==> src/rtl/regfile_result_checker_pkg.sv <==
// Shared types and constants for the register-file result checker.
//   state_e    : checker FSM state encoding (2 bits)
//   FAIL_NONE  : fail_index value meaning "no mismatch recorded"
//   ERR_MAX    : saturation value of the error counter
//   EXP_*      : expected register contents, one per checked index
package regfile_result_checker_pkg;

  localparam int unsigned IDX_W  = 5;
  localparam int unsigned DATA_W = 32;
  localparam int unsigned ERR_W  = 8;

  typedef enum logic [1:0] {
    ST_IDLE   = 2'd0,
    ST_DELAY  = 2'd1,
    ST_SETTLE = 2'd2,
    ST_DONE   = 2'd3
  } state_e;

  localparam logic [IDX_W-1:0] FAIL_NONE = 5'h1F;
  localparam logic [ERR_W-1:0] ERR_MAX   = 8'hFF;

  localparam logic [DATA_W-1:0] EXP_00 = 32'd65535;
  localparam logic [DATA_W-1:0] EXP_01 = 32'd2147450880;
  localparam logic [DATA_W-1:0] EXP_02 = 32'd2147483647;
  localparam logic [DATA_W-1:0] EXP_03 = 32'd0;
  localparam logic [DATA_W-1:0] EXP_04 = 32'd0;
  localparam logic [DATA_W-1:0] EXP_05 = 32'd0;
  localparam logic [DATA_W-1:0] EXP_06 = 32'd1;
  localparam logic [DATA_W-1:0] EXP_07 = 32'd2;
  localparam logic [DATA_W-1:0] EXP_08 = 32'd3;
  localparam logic [DATA_W-1:0] EXP_09 = 32'd0;
  localparam logic [DATA_W-1:0] EXP_10 = 32'd0;
  localparam logic [DATA_W-1:0] EXP_11 = 32'd0;
  localparam logic [DATA_W-1:0] EXP_12 = 32'h8000_0000;
  localparam logic [DATA_W-1:0] EXP_13 = 32'hFFFF_FFFF;
  localparam logic [DATA_W-1:0] EXP_14 = 32'd0;

endpackage

==> src/rtl/regfile_expected_rom.sv <==
// Expected-value table for the checked registers. Swap this file when the
// test program changes.
//   index_i    : checked-entry index (0..31)
//   expected_o : expected 32-bit register contents (0 beyond the table)
module regfile_expected_rom
  import regfile_result_checker_pkg::*;
(
  input  logic [IDX_W-1:0]  index_i,
  output logic [DATA_W-1:0] expected_o
);

  always_comb begin
    expected_o = '0;
    unique case (index_i)
      5'd0:    expected_o = EXP_00;
      5'd1:    expected_o = EXP_01;
      5'd2:    expected_o = EXP_02;
      5'd3:    expected_o = EXP_03;
      5'd4:    expected_o = EXP_04;
      5'd5:    expected_o = EXP_05;
      5'd6:    expected_o = EXP_06;
      5'd7:    expected_o = EXP_07;
      5'd8:    expected_o = EXP_08;
      5'd9:    expected_o = EXP_09;
      5'd10:   expected_o = EXP_10;
      5'd11:   expected_o = EXP_11;
      5'd12:   expected_o = EXP_12;
      5'd13:   expected_o = EXP_13;
      5'd14:   expected_o = EXP_14;
      default: expected_o = '0;
    endcase
  end

endmodule

==> config.mk <==
export PLATFORM = sky130hd
export DESIGN_NAME = regfile_expected_rom
export DESIGN_NICKNAME = d
export VERILOG_FILES = /design/src/rtl/regfile_result_checker_pkg.sv /design/src/rtl/regfile_expected_rom.sv
export SDC_FILE = /design/constraint.sdc
export NUM_CORES = 1
export LEC_CHECK = 0
export CAP_MARGIN = 0
export CORE_AREA = 2 2 39 41
export DETAILED_ROUTE_END_ITERATION = 12
export DIE_AREA = 0 0 41 43
export PLACE_DENSITY_LB_ADDON = 0.08
export SYNTH_ARGS = -nofsm -noshare
export SYNTH_HDL_FRONTEND = slang
export SYNTH_SLANG_ARGS = --single-unit
==> constraint.sdc <==
create_clock -name vclk -period 2.8
set_clock_uncertainty 0.15 [all_clocks]
set_input_delay 0.7 -clock vclk [all_inputs]
set_output_delay 0.7 -clock vclk [all_outputs]
set_load 0.02 [all_outputs]
==> flow_metrics.tcl, run 1 <==
set metrics [dict create \
    status "finished clean" \
    path_max_fanout 7 \
    leakage_nw 0.332 \
    setup_viol 0 \
    num_antenna_cells 0 \
    sw_frac_of_total_pct 56.6 \
    numPortBuffers 37 \
    fin_area_sq_um 526 \
    vdd_drop_max_mv 0.0488 \
    drt_iter0_markers 0 \
    fp.dieArea_sq_um 1760 \
    grt_first_pass_wirelength_mm 1.34 \
    via_per_inst 3.77 \
    wire_per_inst_microns 10.1 \
    syn_inst 50 \
    finalWeightedCongestion 0.671 \
    clockBufferCount 0 \
    seqPwrFrac_pct 0 \
    multi_input_area_sq_um 164 \
    dr.pass1.iters 1 \
    grt_start_max_net_pins 14 \
    totalWireLength_microns 872 \
    ys_types 13 \
    crit_chain "clkdlybuf4s50_1 > a21oi_2 > bufbuf_16 > buf_4" \
    post-route-util_pct 38.0 \
    timing.final.crit_share_pct 95.8 \
    syn_avg_cell_area_sq_um 7.11 \
    pin_count 37 \
    overflow 0 \
    cts_hold_buf 0 \
    whs_ns 1.81 \
    critPathRequiredTime_ns 1.95 \
    synthTopCellsByArea "buf_4 (55%), ha_1 (18%), a21oi_1 (7.0%)" \
    netlist_area_sq_um 355 \
    critPathMaxStageDelay_ns 0.53 \
    drive_gt1_share_pct 65.7 \
    hold_path_class "input pin to primary output" \
    worst_pin_slew_ns 0.266 \
    min_period_ns 2.68 \
    cpMaxStageDelayCell "clkdlybuf4s50_1" \
    post-place-ws_ns -0.640 \
    synth_largest_area_cell "buf_4" \
    core-area_sq_um 1380 \
    initial_utilization_pct 25.7 \
    setup.worst_path.start_class "input pin" \
    placed_cells 84 \
    power_frac_comb_pct 100.0 \
    grt_usage_pct 10.1 \
    fill_cells 168 \
    worstPathArrival_ns 1.83 \
    die_w_microns 41 \
    hpwl_microns 672 \
    seq_area_frac_synth_pct 0 \
    cp_top_family "buffers and inverters" \
    seq_cells 0 \
    placed_area_sq_um 623 \
    critPathBufInv 3 \
    postRouteAntennaNets 0 \
    rows 14 \
    worstSetupPathType "input pin to primary output" \
    synth.net_count 60 \
    slew_violations 0 \
    num_vias 324 \
    synth_common_cells "buf_4 (26), a21oi_1 (5), ha_1 (5)" \
    layout.nets 82 \
    maxCapViolations 0 \
    slew_headroom_pct 82.2 \
    route.detailed.drc 0 \
    setup_slack_ns 0.118 \
    p_int_mw 0.0393 \
    max_clock_freq_mhz 373 \
    endpoint_kind "primary output" \
    register_area_sq_um 0 \
    antenna_found_initial 0 \
    hold_violations 0 \
    grt_pass1_vias 290 \
    syn_to_final_growth_pct 47.9 \
    fin_cells 86 \
    ys_warn_count 0 \
    rsz0062_at_grt "no" \
    cellPowerDensity_nw_per_um2 172 \
    power_frac_clock_pct 0 \
    hp-start "index_i[0]" \
    die_y_microns 43 \
    yosys.cell_count.top_type "buf_4" \
    synth_top_area_share_pct 54.9 \
    startpoint "index_i[4]" \
    p_switching_mw 0.0513 \
]
[power groups by stage]
stage	registers, mW	logic, mW	clock network (mW)
2_1_floorplan	0	0.0639	0
3_3_place_gp	0	0.104	0
3_5_place_dp	0	0.103	0
4_1_cts	0	0.0899	0
5_1_grt	0	0.0968	0
6_report	0	0.0906	0
[metal layers]
| layer | wire (microns) | track usage, % | vias up | part of all wire, % |
|---|---|---|---|---|
| met1 | 365 | 13.3 | 139 | 42 |
| li1 | - | - | 176 | - |
| met4 | 0 | 0 | 0 | 0 |
| met3 | 27 | 0 | 0 | 3.1 |
| met5 | 0 | 0 | - | 0 |
| met2 | 479 | 18.4 | 9 | 55 |
[worst paths after layout]
check,end,cells past startpoint
min,expected_o[15],5
max,expected_o[18],4
[area by class of cell]
cell class	instances	share of cell area (%)
Tap cell	16	3.81
Timing Repair Buffer	46	62.9
Multi-Input combinational cell	21	31.2
Inverter	3	2.14
[repair_timing]
action                                  in CTS  in global routing
setup buffers                                1                  0
pin swaps                                    1                  1
cloned                                       1                  0
endpoints found under the setup margin      32                 18
resized for setup                          134                  9
[cell families after synthesis]
| kind of cell | after synthesis | share of synthesized area [%] |
|---|---|---|
| simple gates | 8 | 10.9 |
| compound gates | 7 | 10.6 |
| mux | 1 | 2.82 |
| buf+inv | 29 | 58.1 |
| fa+ha+maj | 5 | 17.6 |
[cell usage in the layout (no fill, tap or decap), types with 2 or more instances in the layout]
cell,synthesis,final
a21oi_2,0,2
nand2_1,2,2
ha_1,5,4
inv_1,3,3
clkbuf_2,0,2
buf_4,26,14
a21oi_1,5,3
dlygate4sd2_1,0,3
nor3_1,2,2
buf_2,0,23
[through the flow]
stage / setup TNS (ns) / total power, mW
final: 0 / 0.0906
after global routing: 0 / 0.0968
after CTS: -0.0377 / 0.0899
after detailed placement: -18.93 / 0.103
after global placement: -19.04 / 0.104
after floorplan: 0 / 0.0639
No activity file was read; power rests on OpenSTA's default activity.
==> run 2: changes to the inputs <==
Clock period 2.8 ns to 2.5 ns, I/O delays scaled along.
==> flow_metrics.tcl, run 2 (synthesis results as in run 1) <==
set metrics [dict create \
    overflow 0 \
    clockBufferCount 0 \
    num_vias 351 \
    pin_count 37 \
    setup.worst_path.start_class "input pin" \
    worstSetupPathType "input pin to primary output" \
    max_clock_freq_mhz 409 \
    status "finished clean" \
    postRouteAntennaNets 0 \
    worstPathArrival_ns 1.67 \
    vdd_drop_max_mv 0.0608 \
    leakage_nw 0.351 \
    route.detailed.drc 0 \
    die_y_microns 43 \
    drt_iter0_markers 2 \
    hold_violations 0 \
    seq_cells 0 \
    cp_top_family "buffers and inverters" \
    finalWeightedCongestion 0.784 \
    worst_pin_slew_ns 0.315 \
    totalWireLength_microns 910 \
    fill_cells 147 \
    cellPowerDensity_nw_per_um2 189 \
    critPathRequiredTime_ns 1.73 \
    grt_first_pass_wirelength_mm 1.26 \
    fp.dieArea_sq_um 1760 \
    core-area_sq_um 1380 \
    path_max_fanout 3 \
    grt_usage_pct 9.69 \
    die_w_microns 41 \
    grt_start_max_net_pins 14 \
    setup_slack_ns 0.0571 \
    antenna_found_initial 0 \
    min_period_ns 2.44 \
    via_per_inst 3.99 \
    placed_area_sq_um 646 \
    num_antenna_cells 0 \
    layout.nets 84 \
    crit_top_cell "buf_4" \
    fin_area_sq_um 658 \
    maxCapViolations 0 \
    startpoint "index_i[0]" \
    hp-start "index_i[3]" \
    wire_per_inst_microns 10.3 \
    layout_common_cells "buf_4 (16), buf_2 (16), buf_6 (9), a21oi_1 (3)" \
    hpwl_microns 669 \
    timing.final.crit_share_pct 97.7 \
    setup_viol 0 \
    critPathBufInv 3 \
    register_area_sq_um 0 \
    hold_path_class "input pin to primary output" \
    drive_gt1_share_pct 81.9 \
    grt_pass1_vias 286 \
    rows 14 \
    tns_ns 0 \
    slew_violations 0 \
    post-route-util_pct 47.6 \
    post-place-ws_ns -0.833 \
    cpMaxStageDelayCell "or3_1" \
    dr.pass1.iters 2 \
    rsz0062_at_grt "no" \
    syn_to_final_growth_pct 85.2 \
    initial_utilization_pct 25.7 \
    slew_headroom_pct 79.0 \
    numPortBuffers 37 \
    crit_chain "buf_4 > buf_4 > ha_2 > or3_1 > a21oi_1 > buf_4" \
    endpoint_kind "primary output" \
    critPathMaxStageDelay_ns 0.31 \
    hold_end "expected_o[15]" \
    hold_depth 4 \
]
[run 2: cell count changes in the layout (fill, tap and decap cells not counted), sizes merged]
cell           previous run  this run
clkdlybuf4s15             1         0
buf                      38        44
bufbuf                    1         0
clkdlybuf4s50             1         0
dlygate4sd2               3         1
dlygate4sd1               0         1
[run 2: timing repair]
action	4_1_cts	5_1_grt
endpoints found under the setup margin	32	17
pin swaps	7	4
gates resized for setup	180	5
setup buffers	2	0
cloned	1	0
hold buffers	0	0
[run 2: through the flow]
| stage | power (mW) | hold WS, ns | instances |
|---|---|---|---|
| global placement | 0.120 | 2.24 | 85 |
| global route | 0.132 | 1.63 | 88 |
| floorplan | 0.0731 | 1.15 | 50 |
| detailed placement | 0.120 | 2.22 | 85 |
| CTS | 0.126 | 1.73 | 88 |
| finish | 0.124 | 1.60 | 88 |
[run 2: worst max path at each step]
stage,endpoint,slack [ns],depth (start not counted)
6_report,expected_o[15],0.06,6
5_1_grt,expected_o[15],0.02,6
4_1_cts,expected_o[15],0.01,6
3_5_place_dp,expected_o[9],-0.83,5
3_3_place_gp,expected_o[2],-0.82,5
2_1_floorplan,expected_o[17],0.07,5
[run 2: cell type report]
class              instances  area (sq um)  area share [%]
inverters                  3          11.3            1.71
well taps                 16          20.0            3.04
repair buffers            48           397            60.3
multi-input cells         21           230            35.0
[run 2: power breakdown]
group	switching, mW	total [mW]	internal (mW)	leakage (nW)
clock network	0	0	0	0
logic	0.0667	0.124	0.0578	0.351
registers	0	0	0	0
total	0.0667	0.124	0.0578	0.351
[run 2: routing by layer]
| layer | track usage, % | vias to the layer above | share of wire, % |
|---|---|---|---|
| li1 | - | 182 | - |
| met5 | 0 | - | 0 |
| met2 | 17.2 | 21 | 47 |
| met1 | 12.7 | 148 | 39 |
| met4 | 0 | 0 | 0 |
| met3 | 1.05 | 0 | 14 |
==> run 3: changes to the inputs <==
Clock period 2.5 ns to 2.6 ns, I/O delays scaled along.
==> flow_metrics.tcl, run 3 (synthesis results as in run 1) <==
set metrics [dict create \
    antenna_found_initial 0 \
    whs_ns 1.65 \
    via_per_inst 4.03 \
    die_y_microns 43 \
    slew_violations 0 \
    min_period_ns 2.55 \
    totalWireLength_microns 932 \
    tns_ns 0 \
    syn_to_final_growth_pct 89.8 \
    vdd_drop_max_mv 0.0709 \
    fin_cells 89 \
    slew_headroom_pct 77.6 \
    worstPathArrival_ns 1.75 \
    setup.worst_path.start_class "input pin" \
    hpwl_microns 668 \
    timing.final.crit_share_pct 98.1 \
    fin_area_sq_um 674 \
    critPathRequiredTime_ns 1.80 \
    setup_viol 0 \
    clockBufferCount 0 \
    num_vias 359 \
    power_mw 0.121 \
    leakage_nw 0.367 \
    hold_path_class "input pin to primary output" \
    seq_cells 0 \
    endpoint_kind "primary output" \
    cellPowerDensity_nw_per_um2 180 \
    grt_start_max_net_pins 14 \
    fill_cells 151 \
    drt_iter0_markers 2 \
    status "finished clean" \
    num_antenna_cells 0 \
    critPathMaxStageDelay_ns 0.31 \
    rows 14 \
    register_area_sq_um 0 \
    drive_gt1_share_pct 78.1 \
    fp.dieArea_sq_um 1760 \
    initial_utilization_pct 25.7 \
    maxCapViolations 0 \
    worst_pin_slew_ns 0.335 \
    grt_usage_pct 10.1 \
    crit_chain "clkdlybuf4s15_2 > buf_6 > ha_1 > or3_1 > a21oi_1 > buf_4" \
    finalWeightedCongestion 0.784 \
    placed_area_sq_um 646 \
    path_max_fanout 4 \
    rsz0062_at_grt "no" \
    wire_per_inst_microns 10.5 \
    worstSetupPathType "input pin to primary output" \
    postRouteAntennaNets 0 \
    core-area_sq_um 1380 \
    numPortBuffers 37 \
    hold_violations 0 \
    die_w_microns 41 \
    cpMaxStageDelayCell "or3_1" \
    max_clock_freq_mhz 392 \
    layout_common_cells "buf_2 (16), buf_4 (16), buf_6 (9), a21oi_1 (3)" \
    pin_count 37 \
    grt_pass1_vias 293 \
    placed_cells 85 \
    layout.nets 85 \
    dr.pass1.iters 3 \
    grt_first_pass_wirelength_mm 1.29 \
    overflow 0 \
    route.detailed.drc 0 \
]
-- run 3: final timing paths --
kind,end,cells after the start,slack [ns],startpoint
hold / removal,expected_o[1],4,1.65,index_i[2]
setup / recovery,expected_o[15],6,0.05,index_i[1]
-- run 3: stage by stage --
stage,setup WS (ns),utilization (%)
2_1_floorplan,0.121,-
3_3_place_gp,-0.770,46.7
3_5_place_dp,-0.789,46.7
4_1_cts,0.00149,48.8
5_1_grt,0.00488,48.7
6_report,0.0503,48.7
-- run 3: layer usage --
metal	track usage, %	routed length (microns)	vias up
met2	18.4	461	21
met5	0	0	-
met1	12.7	345	153
met3	1.05	124	0
li1	-	-	185
met4	0	0	0
-- run 3: cell type report --
cell class / instances / area [sq um] / area share (%)
Tap cell: 16 / 20.0 / 2.97
Multi-Input combinational cell: 21 / 228 / 33.8
Inverter: 3 / 11.3 / 1.67
Timing Repair Buffer: 49 / 415 / 61.6
-- run 3: power breakdown --
group / internal, mW / total [mW] / switching, mW
combinational: 0.0571 / 0.121 / 0.0641
sequential: 0 / 0 / 0
clock: 0 / 0 / 0
total: 0.0571 / 0.121 / 0.0641
-- run 3: repair_timing --
| action | 4_1_cts | 5_1_grt |
|---|---|---|
| gates resized for setup | 174 | 3 |
| pin swaps | 6 | 2 |
| endpoints found under the setup margin | 32 | 2 |
| buffers inserted | 3 | 0 |
| hold buffers | 0 | 0 |
| endpoints found under the hold margin | 0 | 0 |
| gates cloned | 1 | 0 |
-- run 3: worst max-delay path, delay by kind of cell --
| kind | cells | cell delay [ns] |
|---|---|---|
| AND/OR/NAND/NOR | 1 | 0.31 |
| adder cells (fa/ha/maj) | 1 | 0.16 |
| AO/OA/AOI/OAI | 1 | 0.15 |
| buffers and inverters | 3 | 0.48 |
==> variant, RTL diff (settings of run 1) <==
`IDX_W`: 5 -> 6.
--- a/src/rtl/regfile_result_checker_pkg.sv
+++ b/src/rtl/regfile_result_checker_pkg.sv
@@ -6,5 +6,5 @@
 package regfile_result_checker_pkg;
 
-  localparam int unsigned IDX_W  = 5;
+  localparam int unsigned IDX_W  = 6;
   localparam int unsigned DATA_W = 32;
   localparam int unsigned ERR_W  = 8;
Ports: changed (resized index_i); port bits go from 37 to 38. No check against the original RTL was run, so the function may have changed too.
==> variant against run 1 <==
  * Design area grew 30%
  * Via count grew 17%
  * Global-route usage grew 1.8 points
  * Cell count grew 9.3%
  * Power shrank 7.5%
  * Worst setup slack lost 0.097 ns
  * Routed wire length grew 11%
  * Utilization grew 12 points
  * Hold slack lost 0.24 ns
  * Synthesized area grew 2.5%
  * Sequential share of layout area is the same
  * Largest cell class unchanged
==> variant: results (changes against run 1) <==
<table>
<tr><th>Metric</th><th>Value</th></tr>
<tr><th colspan="2">Layout</th></tr>
<tr><td>Non-clock buffers</td><td>53 (+15%)</td></tr>
<tr><td>Number of multi-input combinational cells</td><td>23 (+9.5%)</td></tr>
<tr><td>Post-layout net count</td><td>91 (+11%)</td></tr>
<tr><td>FFs &amp; Latches</td><td>0 (unchanged)</td></tr>
<tr><td>Multi-input combinational area share</td><td>32.5% (+1.3 points)</td></tr>
<tr><td>Signal inverters</td><td>2 (-1)</td></tr>
<tr><td>Share of final-layout standard cells stronger than drive strength 1</td><td>74.4% (+8.6 points)</td></tr>
<tr><th colspan="2">Worst setup path</th></tr>
<tr><td>Crit path arrival time</td><td>1.93 ns (+0.10 ns)</td></tr>
<tr><td>Capture point of the worst path</td><td>expected_o[21]</td></tr>
<tr><th colspan="2">Detailed routing</th></tr>
<tr><td>Vias post-DR</td><td>380 (+17%)</td></tr>
<tr><td>Met3 routed wirelength</td><td>80 µm (+200%)</td></tr>
<tr><td>Drt via density</td><td>4.04 (+7.3%)</td></tr>
<tr><td>Wire per inst</td><td>10.3 µm (+1.8%)</td></tr>
<tr><td>Routed length on met2</td><td>501 µm (+4.6%)</td></tr>
<tr><th colspan="2">Synth</th></tr>
<tr><td>Cell types with the highest counts after synthesis</td><td>26 x sky130_fd_sc_hd__buf_4, 5 x sky130_fd_sc_hd__ha_1, 3 x sky130_fd_sc_hd__a21oi_1</td></tr>
<tr><td>Mapped Cells</td><td>51 (+2.0%)</td></tr>
<tr><th colspan="2">Placed design</th></tr>
<tr><td>Routability cong.</td><td>0.801 (+19%)</td></tr>
<tr><td>HPWL after detailed placement</td><td>658 µm (-2.1%)</td></tr>
<tr><th colspan="2">Hold path</th></tr>
<tr><td>Worst-case hold path end point</td><td>expected_o[31]</td></tr>
<tr><td>Cells on Worst Hold Path</td><td>3 (-2)</td></tr>
<tr><td>Worst Min Path Start</td><td>index_i[1]</td></tr>
<tr><th colspan="2">Global route</th></tr>
<tr><td>Wire length of the first global-routing pass</td><td>1.55 mm (+15%)</td></tr>
<tr><td>Met2 GRT Util</td><td>23.4% (+5.0 points)</td></tr>
<tr><th colspan="2">STA</th></tr>
<tr><td>Actual slew at the worst max-slew pin</td><td>0.270 ns (+0.00307 ns)</td></tr>
<tr><td>Time the worst path needs with I/O delays and setup</td><td>2.78 ns (+0.0974 ns)</td></tr>
<tr><th colspan="2">Run status</th></tr>
<tr><td>Status</td><td>finished, final reports clean</td></tr>
<tr><th colspan="2">Power</th></tr>
<tr><td>Pwr dens</td><td>122 nW/µm² (-29%)</td></tr>
</table>
==> variant: changes by cell type after synthesis, sizes merged, moves of 2 or more <==
cell    change
a21oi       -2
a31oi       +2
nand2b      +2
or2         +2
==> variant: logic make-up (layout without fill, tap and decap cells) <==
logic type	Yosys count	in the layout	share of synthesized area, %
buf+inv	29	55	56.7
simple gates	10	10	14.4
compound gates	6	7	8.93
fa+ha+maj	5	5	17.2
mux	1	1	2.75
==> variant: repair_timing <==
item / CTS / global route
setup endpoints to repair: 32 / 31
hold buffers: 0 / 0
resized for setup: 158 / 17
gates cloned: 2 / 0
pin swaps: 3 / 3
setup buffers: 3 / 1
==> variant: power breakdown <==
| group | switching [W] | internal [W] | total [W] |
|---|---|---|---|
| logic | 0.0000419 | 0.0000419 | 0.0000838 |
| clock network | 0 | 0 | 0 |
| registers | 0 | 0 | 0 |
| total | 0.0000419 | 0.0000419 | 0.0000838 |
